**src/rtl/flappy_game_ctrl.sv**
```systemverilog
// Flappy-bird game controller: button edge detection, play/pause/over FSM,
// flap and gravity command pulses, BCD score and best-score tracking.
module flappy_game_ctrl #(
   parameter int GRAV_PERIOD = 4
) (
   input  logic       clk,
   input  logic       reset,
   input  logic       tick,
   input  logic       start_btn,
   input  logic       pause_btn,
   input  logic       flap_btn,
   input  logic       collision,
   input  logic       pipe_pass,
   output logic       pause,
   output logic       key,
   output logic       gravity,
   output logic [3:0] score_tens,
   output logic [3:0] score_ones,
   output logic [3:0] best_tens,
   output logic [3:0] best_ones,
   output logic       game_over
);

   typedef enum logic [1:0] {IDLE, PLAY, PAUSED, OVER} state_t;

   state_t      state, state_nxt;
   logic [2:0]  btn_now, btn_prev, btn_armed, btn_edge;
   logic        start_e, pause_e, flap_e;
   logic        flap_lat;
   logic [3:0]  grav_cnt;
   logic        grav_hit;
   logic [7:0]  score, best, score_nxt;

   // Two-digit BCD increment that sticks at 99.
   function automatic logic [7:0] bcd_inc_sat(input logic [7:0] v);
      logic [7:0] r;
      if (v == 8'h99)
         r = v;
      else if (v[3:0] == 4'd9)
         r = {v[7:4] + 4'd1, 4'd0};
      else
         r = {v[7:4], v[3:0] + 4'd1};
      return r;
   endfunction

   // A button only produces an edge after it has been seen low at least once
   // since reset, so a key held through reset stays silent.
   assign btn_now  = {flap_btn, pause_btn, start_btn};
   assign btn_edge = btn_now & ~btn_prev & btn_armed;
   assign start_e  = btn_edge[0];
   assign pause_e  = btn_edge[1];
   assign flap_e   = btn_edge[2];

   assign grav_hit  = tick && (grav_cnt == 4'(GRAV_PERIOD - 1));
   assign score_nxt = pipe_pass ? bcd_inc_sat(score) : score;

   assign score_tens = score[7:4];
   assign score_ones = score[3:0];
   assign best_tens  = best[7:4];
   assign best_ones  = best[3:0];

   // Edge-detect history and arming flags.
   always_ff @(posedge clk) begin
      if (reset) begin
         btn_prev  <= 3'b000;
         btn_armed <= 3'b000;
      end else begin
         btn_prev  <= btn_now;
         btn_armed <= btn_armed | ~btn_now;
      end
   end

   // FSM state register.
   always_ff @(posedge clk) begin
      if (reset)
         state <= IDLE;
      else
         state <= state_nxt;
   end

   // Next-state and command outputs; collision outranks pause in PLAY.
   always_comb begin
      state_nxt = state;
      pause     = 1'b1;
      key       = 1'b0;
      gravity   = 1'b0;
      game_over = 1'b0;
      case (state)
         IDLE: begin
            if (start_e) state_nxt = PLAY;
         end
         PLAY: begin
            pause   = 1'b0;
            key     = tick && (flap_lat || flap_e);
            gravity = grav_hit;
            if (collision)    state_nxt = OVER;
            else if (pause_e) state_nxt = PAUSED;
         end
         PAUSED: begin
            if (pause_e) state_nxt = PLAY;
         end
         OVER: begin
            game_over = 1'b1;
            if (start_e) state_nxt = IDLE;
         end
         default: state_nxt = IDLE;
      endcase
   end

   // Gravity counter, flap latch, score and best score.
   always_ff @(posedge clk) begin
      if (reset) begin
         grav_cnt <= 4'd0;
         flap_lat <= 1'b0;
         score    <= 8'h00;
         best     <= 8'h00;
      end else begin
         case (state)
            IDLE: begin
               if (start_e) begin
                  grav_cnt <= 4'd0;
                  flap_lat <= 1'b0;
                  score    <= 8'h00;
               end
            end
            PLAY: begin
               if (tick)
                  grav_cnt <= grav_hit ? 4'd0 : grav_cnt + 4'd1;
               if (tick)
                  flap_lat <= 1'b0;
               else if (flap_e)
                  flap_lat <= 1'b1;
               score <= score_nxt;
               // BCD digits order the same way as the binary value.
               if (collision && (score_nxt > best))
                  best <= score_nxt;
            end
            default: begin
            end
         endcase
      end
   end

endmodule
```
**config.mk**
```make
export PLATFORM = sky130hd
export DESIGN_NAME = flappy_game_ctrl
export DESIGN_NICKNAME = d
export VERILOG_FILES = /design/src/rtl/flappy_game_ctrl.sv
export SDC_FILE = /design/constraint.sdc
export NUM_CORES = 1
export LEC_CHECK = 0
export CAP_MARGIN = 10
export CORE_ASPECT_RATIO = 1.1
export CORE_MARGIN = 2
export CORE_UTILIZATION = 56
export DETAILED_ROUTE_END_ITERATION = 6
export PLACE_DENSITY = 0.95
export SYNTH_ARGS = -nofsm -noshare
export SYNTH_HDL_FRONTEND = slang
export SYNTH_SLANG_ARGS = --single-unit
```
**constraint.sdc**
```tcl
create_clock -name clk -period 7.2 [get_ports clk]
set_input_delay 2.16 -clock clk [delete_from_list [all_inputs] [get_ports clk]]
set_output_delay 2.16 -clock clk [all_outputs]
set_load 0.03 [all_outputs]
```
# [Word-level counts from Yosys, hierarchy flattened]
# Index checks and enable logic that the tools add are counted.
[op_classes] add_sub_neg=3 n_lt_le_gt_ge=1 n_eq_ne=12 muxes=23 bitwise_logic=5 n_reduce_logical=11
[ops] op="two-way mux 8 bit" count=4
[ops] op="case mux 8 bit (2 select lines)" count=1
[ops] op="adder 4 x 1 -> 4 bit (second input constant)" count=3
[ops] op="two-way mux 4 bit" count=3
[ops] op="two-way mux 2 bit" count=5
[ops] op="== test 8 bit (second input constant)" count=1
[ops] op="greater-than comparator 8 bit" count=1
[ops] op="inequality test 2 bit (second input constant)" count=4
[ops] op="case mux 2 bit (4 select lines)" count=1
[ops] op="case mux 4 bit (2 select lines)" count=1
[ops] op="two-way mux 1 bit" count=7
[ops] op="bitwise AND 3 bit" count=2
[ops] op="inequality test 3 bit (second input constant)" count=2
[ops] op="inverter 3 bit" count=2
[ops] op="AND reduction 3 bit" count=2
[ops] op="== test 2 bit (second input constant)" count=2
[ops] op="== test 4 x 2 -> 1 bit (second input constant)" count=1
[ops] op="== test 4 bit (second input constant)" count=1
[ops] op="AND reduction 2 bit" count=2
[ops] op="AND reduction 4 bit" count=1
[ops] op="logical AND 1 bit" count=3
[ops] op="OR 3 bit" count=1
[ops] op="== test 2 x 1 -> 1 bit (second input constant)" count=1
[ops] op="zero test 2 bit" count=1
[ops] op="other kinds (3)" count=3
[word_totals] reg_bits=29 inputBits=8

# [Longest topological paths before layout]
[logic_depth] word_depth=7 ltp_mapped=12

# [Least setup slack after synthesis]
# No wires, ideal clock.
[synth_timing] kind="input to output" startpoint="input port tick" endpoint="output port gravity" arrival_ns=3.335 path_slack_ns=1.705 cell_stages=2 path_buffers=0 cell_sequence="nand2_1 -> nor4b_1"
[synth_between] elab_chain_len=2
[synth_rtl] item="from (decl)" line="8" rtl="input logic tick,"
[synth_rtl] item="logical AND 1 bit" line="54" rtl="assign grav_hit = tick && (grav_cnt == 4'(GRAV_PERIOD - 1));"
[synth_rtl] item="two-way mux 1 bit" line="88" rtl="case (state)"
[synth_rtl] item="to (decl)" line="16" rtl="output logic gravity,"
# Every way passes these cells.

# [Worst setup path in the final report]
# Same ends and word-level chain as after synthesis.

==> out/qor.yml <==
min_period_ns: 5.95
clockBufferDepth: 2
cts_tree: "yes"
diodes: 0
switching_share_pct: 27.7
grt_max_degree: 30
clock.fmax_ghz: 0.168
pwr-share-clk_pct: 34.1
grt_pass1_vias: 1344
slew-limit-headroom_pct: 28.0
die_h_um: 60.7
holdCritPathClass: "flop to flop"
clk-insertion-delay-late_ns: 0.34
status: "complete, no violations"
yosysTopAreaCell: "dfxtp_1"
drv_slew: 0
htreeDepth: 2
dr.first_iter.drc_count: 37
r2r-end: "best[0]"
numCtsBuffers: 5
ys_types: 45
critPathMaxFanout: 6
seqPwrFrac_pct: 50.8
layout.nets: 244
finalSetupViolCount: 0
ff2ff_path_depth: 10
clock_skew_ns: 0.0136
finalWirelength_um: 3320
drive_above_1_share_pct: 7.14
synth_area_leaders: "dfxtp_1 (35%), ha_1 (9.9%), a21oi_1 (6.4%), nor3_1 (4.9%), nor2_1 (4.8%)"
cts_setup_buffers: 0
setup_slack_ns: 1.25
die_w_um: 55.6
synth_top_area_share_pct: 35.4
finalCritPeriodShare_pct: 82.7
min_from: "btn_armed[0]"
overflow: 0
syn-cell-area_um2: 1640
ys_async_sr_fraction_pct: 0
grt_use_total_pct: 21.4
power_density_nw_per_um2: 170
portBuffers: 27
clock_sinks: 29
avgRoutedWirePerCell_um: 12.9
die_area_um2: 3370
antenna_left: 0
clkSlewWorstSetupHoldPaths_ns: 0.09
dp_slack_ns: 1.23
ctsResizeCount: 0
syn_inst: 196
critPathArrivalTime_ns: 3.79
hold_viol: 0
timing.reg2reg.setup_slack_ns: 4.27
drt_pass1_iterations: 4
tightest_slew_ns: 1.08
ctsHoldBuffers: 0
initial_core_util_pct: 59.0
drc: 0
dp_hpwl_um: 2440
criticalPathCategory: "primary input to output port"
rsz0062_at_grt: "false"
cts-root-buf: "clkbuf_4"
p_sw_uw: 92.6
gp_congestion: 0.869
syn_avg_cell_area_um2: 8.36
combPwrFrac_pct: 15.0
r2r_start: "score[0]"
antenna_found_initial: 0
yosysWarnings: 0
drv_cap: 0
yosys_most_used_dff: "dfxtp_1"
worstHoldEndpoint: "btn_armed[0]"
area_delta_synth_final_pct: 20.5
syn-num-nets: 217
vias_per_cell: 5.76
power_leakage_uw: 0.000785
pin_count: 28
crit_path_end_kind: "output port"
start_kind: "primary input"
ys_seq_area_share_pct: 35.4
ys_ff_latch: 29
routed-via-count: 1481
rows: 20
core-area_um2: 2780
intPower_uw: 242
max-vdd-ir-drop_v: 0.000144
grt_pass1_wl_um: 5610
worst_ep_required_time_ns: 5.04
hold_path_depth: 2
tns_ns: 0
synth-edff-count: 0
-- cell usage after synthesis, types with 2 or more instances --
master    number
and3b_1        3
o21ai_0        6
nand4_1        2
nor2_1        21
inv_1         17
buf_6          2
a21oi_1       21
a22oi_1        7
xor2_1         2
nand3_1        5
ha_1          13
nand4b_1       2
nand3b_1       2
nor3_1        16
o2111a_1       2
nor2b_1        4
nand2_1       11
clkbuf_1       2
nor3b_1        3
dfxtp_1       29
o211ai_1       2
-- routing by layer --
| layer | part of all wire (%) | global-route usage, % |
|---|---|---|
| met1 | 48 | 23.7 |
| met2 | 47 | 39.8 |
| met3 | 3.8 | 5.76 |
| met4 | 1.6 | 8.36 |
| met5 | 0 | 0 |
-- power groups by stage --
stage / combinational [uW] / sequential, uW / clock, uW
2_1_floorplan: 33.4 / 176 / 0
3_3_place_gp: 48.4 / 173 / 0
3_5_place_dp: 49.7 / 174 / 0
4_1_cts: 49.9 / 170 / 117
5_1_grt: 54.9 / 171 / 124
6_report: 50.3 / 170 / 114
-- final cells by class --
| class | count | area (um2) |
|---|---|---|
| Multi-Input combinational cell | 143 | 947 |
| Clock inverter | 1 | 5.00 |
| Clock buffer | 7 | 65.1 |
| Inverter | 17 | 63.8 |
| Sequential cell | 29 | 581 |
| Tap cell | 33 | 41.3 |
| Timing Repair Buffer | 27 | 270 |
| Fill cell | 225 | 805 |
-- registers in the layout, summed over array words and instances (netlist names) --
| signal | cells |
|---|---|
| best | 8 |
| btn_armed | 3 |
| btn_prev | 3 |
| flap_lat | 1 |
| grav_cnt | 4 |
| score | 8 |
| state | 2 |
-- kinds of logic after synthesis --
kind of cell             Yosys count  share of synthesized area, %
AO/OA/AOI/OAI                     50                          21.1
AND/OR/NAND/NOR                   75                          23.5
buffers and inverters             24                          6.72
XOR/XNOR                           2                          1.07
multiplexers                       3                          2.22
flip-flops                        29                          35.4
adder cells (fa/ha/maj)           13                          9.93
-- critical path, cell delays in order --
cell             delay (ns)
clkdlybuf4s50_1        0.48
nand2_1                0.13
nor4b_1                0.30
clkdlybuf4s50_1        0.71
-- how the worst max path moves through the flow --
stage,slack (ns),end,from,depth (start not counted)
final,1.25,gravity,tick,4
after global routing,1.12,gravity,tick,4
after CTS,1.23,gravity,tick,4
after detailed placement,1.23,gravity,tick,4
after global placement,1.28,gravity,tick,4
after floorplan,1.70,gravity,tick,2
-- metrics by stage --
| stage | cell area, um2 | instances | util [%] | hold slack, ns | power [uW] |
|---|---|---|---|---|---|
| after detailed placement | 1900 | 249 | 68.5 | 0.440 | 224 |
| final | 1970 | 257 | 71.0 | 0.451 | 334 |
| after CTS | 1970 | 257 | 71.0 | 0.454 | 337 |
| after global routing | 1970 | 257 | 71.0 | 0.473 | 350 |
| after global placement | 1900 | 249 | 68.5 | 0.429 | 222 |
| after floorplan | 1640 | 196 | - | 0.421 | 209 |
-- placed cells by master, fill, tap and decap left out, drive strengths merged, types with 3 or more instances in the layout --
cell type and count:
o21ai 6, nand3 5, nand2 11, nor2b 4, ha 13, clkbuf 7, clkdlybuf4s50 27, nor3 16
inv 17, dfxtp 29, a22oi 7, a21oi 22, nor3b 3, nor2 22, and3b 3
Note: power is estimated with default switching activity, not from simulation.
